<file path="config.mk">
export PLATFORM = sky130hd
export DESIGN_NAME = noc_flit_injector_flat
export DESIGN_NICKNAME = d
export VERILOG_FILES = /design/src/rtl/noc_flit_injector_if.sv /design/src/rtl/noc_flit_injector.sv /design/src/flat_wrapper.sv
export SDC_FILE = /design/constraint.sdc
export NUM_CORES = 1
export LEC_CHECK = 0
export CAP_MARGIN = 20
export CORE_UTILIZATION = 38
export DETAILED_ROUTE_END_ITERATION = 10
export PLACE_DENSITY = 0.64
export REMOVE_ABC_BUFFERS = 1
export SLEW_MARGIN = 30
export SYNTH_ARGS = -nofsm -noshare
export SYNTH_HDL_FRONTEND = slang
export SYNTH_SLANG_ARGS = --single-unit
export TNS_END_PERCENT = 10
</file>
<file path="constraint.sdc">
create_clock -name clk -period 3.2 [get_ports clk]
set_clock_uncertainty 0.15 [all_clocks]
set_input_delay 0.48 -clock clk [delete_from_list [all_inputs] [get_ports clk]]
set_output_delay 0.48 -clock clk [all_outputs]
set_load 0.05 [all_outputs]
</file>
<file path="src/rtl/noc_flit_injector_if.sv">
`default_nettype none
// +----------------------------------------------------------------------------+
// | noc_flit_injector_if : descriptor, payload, credit and flit-write signals   |
// | Revision: 1.0                                                               |
// +----------------------------------------------------------------------------+
interface noc_flit_injector_if #(
  parameter int FLIT_W = 8,
  parameter int CNT_W  = 4
);
  logic              pkt_valid;
  logic              pkt_ready;
  logic [3:0]        pkt_dest;
  logic [3:0]        pkt_len;
  logic              pl_valid;
  logic              pl_ready;
  logic [FLIT_W-1:0] pl_data;
  logic              credit_in;
  logic              wr_en;
  logic [FLIT_W-1:0] flit_out;
  logic [1:0]        flit_type;
  logic [CNT_W-1:0]  credits;
  logic              busy;
  logic              credit_err;

  modport master (
    input  pkt_valid, pkt_dest, pkt_len, pl_valid, pl_data, credit_in,
    output pkt_ready, pl_ready, wr_en, flit_out, flit_type, credits, busy, credit_err
  );

  modport slave (
    output pkt_valid, pkt_dest, pkt_len, pl_valid, pl_data, credit_in,
    input  pkt_ready, pl_ready, wr_en, flit_out, flit_type, credits, busy, credit_err
  );
endinterface
`default_nettype wire

</file>
<file path="src/rtl/noc_flit_injector.sv">
`default_nettype none
// +----------------------------------------------------------------------------+
// | noc_flit_injector : packet-to-flit transmitter with credit flow control     |
// | Option macro NOC_INJ_CHECKSUM_EN appends an XOR checksum tail flit.         |
// | Revision: 1.0                                                               |
// +----------------------------------------------------------------------------+
module noc_flit_injector #(
  parameter int FLIT_W    = 8,
  parameter int BUF_DEPTH = 8,
  parameter int CNT_W     = 4
) (
  input wire clk,
  input wire rst_n,
  noc_flit_injector_if.master bus
);

  localparam logic [1:0] C_BODY = 2'b00;
  localparam logic [1:0] C_HEAD = 2'b01;
  localparam logic [1:0] C_TAIL = 2'b10;
`ifndef NOC_INJ_CHECKSUM_EN
  localparam logic [1:0] C_SINGLE = 2'b11;
`endif
  localparam logic [CNT_W-1:0] C_FULL = CNT_W'(BUF_DEPTH);
  localparam logic [CNT_W-1:0] C_ONE  = CNT_W'(1);

  typedef enum logic [1:0] {
    S_IDLE = 2'd0,
    S_HEAD = 2'd1,
`ifdef NOC_INJ_CHECKSUM_EN
    S_BODY = 2'd2,
    S_CSUM = 2'd3
`else
    S_BODY = 2'd2
`endif
  } state_t;

  state_t            r_state;
  state_t            w_state_nxt;
  logic [3:0]        r_dest;
  logic [3:0]        r_len;
  logic [3:0]        r_cnt;
  logic [3:0]        w_cnt_nxt;
  logic [3:0]        w_cnt_inc;
  logic              w_last;
  logic              r_wr_en;
  logic [FLIT_W-1:0] r_flit;
  logic [FLIT_W-1:0] w_flit_nxt;
  logic [1:0]        r_type;
  logic [1:0]        w_type_nxt;
  logic [CNT_W-1:0]  r_credits;
  logic              r_err;
  logic              w_has_cr;
  logic              w_issue;
  logic              w_accept;
  logic              w_pkt_ready;
  logic              w_pl_ready;
`ifdef NOC_INJ_CHECKSUM_EN
  logic [FLIT_W-1:0] r_csum;
  logic [FLIT_W-1:0] w_csum_nxt;
`endif

  assign w_has_cr  = (r_credits != '0);
  assign w_cnt_inc = r_cnt + 4'd1;
  assign w_last    = (w_cnt_inc == r_len);

  always_comb begin
    w_state_nxt = r_state;
    w_issue     = 1'b0;
    w_accept    = 1'b0;
    w_flit_nxt  = r_flit;
    w_type_nxt  = r_type;
    w_cnt_nxt   = r_cnt;
    w_pkt_ready = 1'b0;
    w_pl_ready  = 1'b0;
`ifdef NOC_INJ_CHECKSUM_EN
    w_csum_nxt  = r_csum;
`endif
    case (r_state)
      S_IDLE: begin
        w_pkt_ready = 1'b1;
        if (bus.pkt_valid) begin
          w_accept    = 1'b1;
          w_cnt_nxt   = 4'd0;
`ifdef NOC_INJ_CHECKSUM_EN
          w_csum_nxt  = '0;
`endif
          w_state_nxt = S_HEAD;
        end
      end
      S_HEAD: begin
        if (w_has_cr) begin
          w_issue    = 1'b1;
          w_flit_nxt = FLIT_W'({r_dest, r_len});
`ifdef NOC_INJ_CHECKSUM_EN
          w_type_nxt  = C_HEAD;
          w_state_nxt = (r_len == 4'd0) ? S_CSUM : S_BODY;
`else
          if (r_len == 4'd0) begin
            w_type_nxt  = C_SINGLE;
            w_state_nxt = S_IDLE;
          end else begin
            w_type_nxt  = C_HEAD;
            w_state_nxt = S_BODY;
          end
`endif
        end
      end
      S_BODY: begin
        w_pl_ready = w_has_cr;
        if (bus.pl_valid && w_has_cr) begin
          w_issue    = 1'b1;
          w_flit_nxt = bus.pl_data;
          w_cnt_nxt  = w_cnt_inc;
`ifdef NOC_INJ_CHECKSUM_EN
          w_csum_nxt  = r_csum ^ bus.pl_data;
          w_type_nxt  = C_BODY;
          w_state_nxt = w_last ? S_CSUM : S_BODY;
`else
          w_type_nxt  = w_last ? C_TAIL : C_BODY;
          w_state_nxt = w_last ? S_IDLE : S_BODY;
`endif
        end
      end
`ifdef NOC_INJ_CHECKSUM_EN
      S_CSUM: begin
        if (w_has_cr) begin
          w_issue     = 1'b1;
          w_flit_nxt  = r_csum;
          w_type_nxt  = C_TAIL;
          w_state_nxt = S_IDLE;
        end
      end
`endif
      default: w_state_nxt = S_IDLE;
    endcase
  end

  always_ff @(posedge clk or negedge rst_n) begin
    if (!rst_n) begin
      r_state   <= S_IDLE;
      r_dest    <= 4'd0;
      r_len     <= 4'd0;
      r_cnt     <= 4'd0;
      r_wr_en   <= 1'b0;
      r_flit    <= '0;
      r_type    <= C_BODY;
      r_credits <= C_FULL;
      r_err     <= 1'b0;
`ifdef NOC_INJ_CHECKSUM_EN
      r_csum    <= '0;
`endif
    end else begin
      r_state <= w_state_nxt;
      r_cnt   <= w_cnt_nxt;
      r_wr_en <= w_issue;
      r_flit  <= w_flit_nxt;
      r_type  <= w_type_nxt;
`ifdef NOC_INJ_CHECKSUM_EN
      r_csum  <= w_csum_nxt;
`endif
      if (w_accept) begin
        r_dest <= bus.pkt_dest;
        r_len  <= bus.pkt_len;
      end
      // A returned credit in the same cycle as an issued flit cancels out.
      if (w_issue && !bus.credit_in) begin
        r_credits <= r_credits - C_ONE;
      end else if (!w_issue && bus.credit_in) begin
        if (r_credits == C_FULL) r_err <= 1'b1;
        else                     r_credits <= r_credits + C_ONE;
      end
    end
  end

  assign bus.pkt_ready  = w_pkt_ready;
  assign bus.pl_ready   = w_pl_ready;
  assign bus.wr_en      = r_wr_en;
  assign bus.flit_out   = r_flit;
  assign bus.flit_type  = r_type;
  assign bus.credits    = r_credits;
  assign bus.busy       = (r_state != S_IDLE);
  assign bus.credit_err = r_err;

endmodule
`default_nettype wire
</file>
<file path="src/flat_wrapper.sv">
// flat-port wrapper written by rule: the top's interface ports become plain ports
module noc_flit_injector_flat 
#(
  parameter int FLIT_W    = 8,
  parameter int BUF_DEPTH = 8,
  parameter int CNT_W     = 4
)
  (clk, rst_n, bus_pkt_valid, bus_pkt_dest, bus_pkt_len, bus_pl_valid, bus_pl_data, bus_credit_in, bus_pkt_ready, bus_pl_ready, bus_wr_en, bus_flit_out, bus_flit_type, bus_credits, bus_busy, bus_credit_err);
  noc_flit_injector_if #(.FLIT_W(FLIT_W), .CNT_W(CNT_W)) bus_i ();
  input wire clk;
  input wire rst_n;
  input wire logic [$bits(bus_i.pkt_valid)-1:0] bus_pkt_valid;
  input wire logic [$bits(bus_i.pkt_dest)-1:0] bus_pkt_dest;
  input wire logic [$bits(bus_i.pkt_len)-1:0] bus_pkt_len;
  input wire logic [$bits(bus_i.pl_valid)-1:0] bus_pl_valid;
  input wire logic [$bits(bus_i.pl_data)-1:0] bus_pl_data;
  input wire logic [$bits(bus_i.credit_in)-1:0] bus_credit_in;
  output wire logic [$bits(bus_i.pkt_ready)-1:0] bus_pkt_ready;
  output wire logic [$bits(bus_i.pl_ready)-1:0] bus_pl_ready;
  output wire logic [$bits(bus_i.wr_en)-1:0] bus_wr_en;
  output wire logic [$bits(bus_i.flit_out)-1:0] bus_flit_out;
  output wire logic [$bits(bus_i.flit_type)-1:0] bus_flit_type;
  output wire logic [$bits(bus_i.credits)-1:0] bus_credits;
  output wire logic [$bits(bus_i.busy)-1:0] bus_busy;
  output wire logic [$bits(bus_i.credit_err)-1:0] bus_credit_err;
  assign bus_i.pkt_valid = bus_pkt_valid;
  assign bus_i.pkt_dest = bus_pkt_dest;
  assign bus_i.pkt_len = bus_pkt_len;
  assign bus_i.pl_valid = bus_pl_valid;
  assign bus_i.pl_data = bus_pl_data;
  assign bus_i.credit_in = bus_credit_in;
  assign bus_pkt_ready = bus_i.pkt_ready;
  assign bus_pl_ready = bus_i.pl_ready;
  assign bus_wr_en = bus_i.wr_en;
  assign bus_flit_out = bus_i.flit_out;
  assign bus_flit_type = bus_i.flit_type;
  assign bus_credits = bus_i.credits;
  assign bus_busy = bus_i.busy;
  assign bus_credit_err = bus_i.credit_err;
  noc_flit_injector #(.FLIT_W(FLIT_W), .BUF_DEPTH(BUF_DEPTH), .CNT_W(CNT_W)) u_core (.clk(clk), .rst_n(rst_n), .bus(bus_i));
endmodule
</file>
[Word level (Yosys, flattened, before mapping)]
Index checks and enable logic that the tools add are counted.
W data, S select, Z words.
Storage, ports and cells
  input port bits: 21
  output and inout bits: 19
  register bits after elaboration: 30
  logic and storage cells: 65
Cells by class
  muxes and demuxes: 27
  eq/ne operators: 8
  add/sub/neg operators: 3
  bitwise operators: 1
  reductions and logical operators: 17
Operator list (count)
  $mux W4: 5
  $mux W2: 9
  $mux W8: 2
  $pmux W8 S2: 1
  $reduce_and A3 Y1: 4
  $add A4 B1 Y4 const B: 2
  $pmux W4 S2: 1
  $reduce_bool A2 Y1: 4
  $mux W1: 6
  $ne A2 B1 Y1 const B: 3
  $pmux W2 S3: 1
  $eq A4 B4 Y1: 1
  $eq A4 B4 Y1 const B: 1
  $logic_not A4 Y1: 1
  $pmux W2 S2: 1
  $reduce_bool A4 Y1: 1
  $sub A4 B1 Y4 const B: 1
  $logic_and A1 B1 Y1: 3
  $eq A2 B1 Y1 const B: 1
  $eq A2 B2 Y1 const B: 1
  $logic_not A1 Y1: 2
  $logic_not A2 Y1: 1
  $ne A2 B2 Y1 const B: 1
  $pmux W1 S2: 1
  other kinds (2): 2

[Logic depth before layout (Yosys ltp)]
  depth after elaboration: 8
  mapped depth: 14
  depth with buffers taken out: 12

[Worst setup path after synthesis]
OpenSTA, ideal clock, no wires.
  path type: register to register
  start point: reg u_core.r_credits[0], in the netlist u_core.bus.credits[0]
  end point: reg u_core.r_credits[3], in the netlist u_core.bus.credits[3]
  required time: 2.958 ns
  cell stages (with the launch flop): 12
  arrival: 2.588 ns
  clock period less this slack: 2.831 ns
  buffers on the path: 1
  setup slack: 0.369 ns
  path through: dfrtp_1 > buf_6 > nor4_2 > nor2_1 > nand2_1 > inv_1 > ha_1 > ha_1 > a21o_2 > a21o_1 > a221oi_1 > o31ai_1
Between the ends
  word-level cells in the longest chain between the ends: 8
  elaborated cells on any way between the ends: 17
RTL lines
  start: declaration: line noc_flit_injector.sv:50  | logic [CNT_W-1:0] r_credits;
  start signal: assignment: line noc_flit_injector.sv:167  | r_credits <= r_credits - C_ONE;
  start signal: assignment: line noc_flit_injector.sv:170  | else r_credits <= r_credits + C_ONE;
  $reduce_bool A4 Y1 (*): line noc_flit_injector.sv:62  | assign w_has_cr = (r_credits != '0);
  $logic_and A1 B1 Y1: line noc_flit_injector.sv:110  | if (bus.pl_valid && w_has_cr) begin
  $mux W1: line noc_flit_injector.sv:110
  $pmux W1 S2 (*): line noc_flit_injector.sv:78  | case (r_state)
  named net u_core.w_issue: line noc_flit_injector.sv:53  | logic w_issue;
  $logic_not A1 Y1: line noc_flit_injector.sv:168  | end else if (!w_issue && bus.credit_in) begin
  $logic_and A1 B1 Y1: line noc_flit_injector.sv:168
  $reduce_bool A2 Y1 (no line)
  $reduce_and A2 Y1 (no line)
Mark *: on every way through the listed nets, which the timed path passes. The rest lies on a longest branch. The select of a mux whose other input is x is not followed.
A chain may end at the register's enable or synchronous reset.

[Worst setup path in the final report]
  start point: reg u_core.r_credits[1], in the netlist u_core.bus.credits[1]
  end point: out bus_pl_ready
Between the ends
  word-level cells in the longest chain between the ends: 2
RTL lines
  $reduce_bool A4 Y1: line noc_flit_injector.sv:62
  $mux W1: line noc_flit_injector.sv:78
  end: declaration: line flat_wrapper.sv:19  | output wire logic [$bits(bus_i.pl_ready)-1:0] bus_pl_ready;
No other way between the ends.

==> flow_summary.ini <==
[status]
status = complete, no violations

[floorplan]
start_util = 0.394
core_area_um2 = 4350
dieHeight_um = 69.2
die_w_um = 69.2
num_io_pins = 40
die_area_um2 = 4790
placementRows = 24

[min_path]
whs_path_depth = 1
worstHoldPathType = reg2reg
hp-start = u_core.bus.credit_err
whs_endpoint = u_core.bus.credit_err

[yosys]
synthDistinctLibCells = 41
synth.most_common_cell = dfrtp_1
synth_top_area_frac = 0.423
async_flop_share = 1.00
ys_seq_elements = 30
synthCells = 139
ys_seq_area_frac = 0.438
synth-edff-count = 0
synth_ff_type = dfrtp_1
avgSynthCellArea_um2 = 12.3
synth_warnings = 0
syn_area_um2 = 1720
yosys-top-cells-count = 29 x dfrtp_1, 17 x mux2_2, 10 x inv_1
yosys.area.top_type = dfrtp_1
synthTopCellsByArea = dfrtp_1 42%, mux2_2 11%, mux2_4 7.9%

[global_routing]
grt_antenna_before_repair = 0
grtUsageTotal = 0.170
grt_pass1_wl_um = 6400
grt_overflow = 0
grt_max_degree = 31
grt_pass1_vias = 1302

[timing]
finalMaxSlewViolations = 0
fmax_mhz = 350
rsz0062_at_grt = no
tightest_slew_ns = 0.686
slew_headroom = 0.542
timing.hold.ws_ns = 0.305
finalCriticalPeriod_ns = 2.86
worst_slack_ns = 0.342
finalSetupViolations = 0
hold_viol_final = 0
post-route-period-util = 0.893
setup_tns_ns = 0

[setup_path]
r2r_setup_slack_ns = 0.38
crit_family = simple AND/OR/NAND/NOR gates
end_kind = output pin
path_buf_inv = 1
reg2reg_from = u_core.bus.credits[1]
slowest_stage = clkdlybuf4s50_1
startpoint_type = flop
reg2reg_to = u_core.bus.credits[3]
crit_required_ns = 2.57
path_cells = nor4_2, and2b_2, clkdlybuf4s50_1
cp_data_arrival_time_ns = 2.23
path_max_fanout = 8
crit_path_max_incr_delay_ns = 0.69
critPathKind = reg2out
rr_worst_depth = 10

[drt]
routedWlPerCell_um = 16.0
num_vias = 1228
drt_iter0_drc = 32
ant_nets = 0
dr.pass1.iters = 4
via_per_inst = 5.18
drcViolationCount = 0
wl_um = 3780

[clocking]
clk_pin_slew_worst_paths_ns = 0.06
clk_path_buf_depth = 2
cts_buffers = 5
root_buffer = clkbuf_8
insertion_delay_ns = 0.28
cts_tree = built
clock_sinks = 30
cts_htree_levels = 2
post_cts_buffers = 0
cts-hold-fix-buffers = 0

[run]
cap_violations = 0

[place]
gp_congestion = 0.774
portBuffers = 39
hpwl_um = 2690
post-place-ws_ns = 0.228

[finish]
utilization = 0.516
drive_above_1_share = 0.238
antenna_cells = 0
fill_cells = 374
areaGrowthSynthToFinish_pct = 31.0
final-seq-area_um2 = 752
nets = 215
multiInputGateArea_um2 = 890

[power_and_ir_drop]
p_leak_nw = 1.00
ir_drop_mv = 0.530
power.density_nw_per_um2 = 1180
what timing repair did:
| action | CTS | global route |
|---|---|---|
| resized for setup | 0 | 1 |
| endpoints found under the hold margin | 0 | 0 |
| setup endpoints to repair | 0 | 1 |
worst max-delay path by stage:
stage / from / end / slack, ns / depth (start not counted)
floorplan: u_core.bus.credits[1] / u_core.bus.credits[3] / 0.43 / 10
global placement: bus_pl_valid / u_core.bus.credits[3] / 0.40 / 11
detailed placement: bus_pl_valid / u_core.bus.credits[3] / 0.23 / 10
CTS: u_core.bus.credits[1] / u_core.bus.credits[3] / 0.33 / 9
global route: u_core.bus.credits[1] / u_core.bus.credits[3] / 0.11 / 10
finish: u_core.bus.credits[1] / bus_pl_ready / 0.34 / 3
kinds of logic (layout without fill, tap and decap cells):
kind of cell	after synthesis	after routing	share of synthesized area
XOR/XNOR	10	10	0.0510
adder cells (fa/ha/maj)	10	10	0.0773
AND/OR/NAND/NOR	23	23	0.0773
multiplexers	29	29	0.208
buffers and inverters	14	60	0.0481
flip-flops	30	30	0.438
AO/OA/AOI/OAI	23	23	0.101
where the power goes:
part           total (mW)  switching, mW  leakage, nW  internal [mW]
combinational        1.63          0.887        0.594          0.746
sequential          0.717          0.161        0.362          0.556
clock               0.315          0.141       0.0482          0.173
registers in the layout, summed over array words and instances, names as in the netlist:
name                   cells
u_core.r_len               4
u_core.bus.flit_out        8
u_core.bus.credit_err      1
u_core.bus.flit_type       2
u_core.bus.wr_en           1
u_core.r_state             2
u_core.r_cnt               4
u_core.r_dest              4
u_core.bus.credits         4
cell usage in the layout, fill, tap and decap left out, types with 2 or more instances in the layout:
cell type / n
nor2_1: 4
a21o_1: 2
inv_1: 10
o21ai_0: 3
dfrtp_1: 29
ha_1: 9
mux2_2: 17
a211oi_1: 2
mux2i_1: 3
clkdlybuf4s50_1: 39
mux2_4: 9
a21oi_1: 3
nand2b_1: 3
nand2_1: 5
a22o_1: 2
xnor2_1: 7
xor2_1: 3
clkbuf_8: 6
buf_4: 3
layer usage:
metal	track usage	part of all wire	vias up
li1	-	-	579
met1	0.218	0.44	607
met5	0	0	-
met4	0.0544	0.012	0
met3	0.0552	0.058	5
met2	0.271	0.48	37
area by class of cell:
type / instances / share of cell area
Multi-Input combinational cell: 95 / 0.396
Timing Repair Buffer: 42 / 0.184
Clock inverter: 1 / 0.00223
Clock buffer: 7 / 0.0384
Tap cell: 52 / 0.0289
Inverter: 10 / 0.0167
Sequential cell: 30 / 0.334
per-stage QoR:
stage,instances,instance area (um^2),total power [mW]
3_5_place_dp,229,2150,2.35
3_3_place_gp,229,2150,2.31
5_1_grt,237,2250,2.84
4_1_cts,237,2240,2.68
6_report,237,2250,2.66
2_1_floorplan,135,1670,1.88
Power figures use the tool's default switching activity.
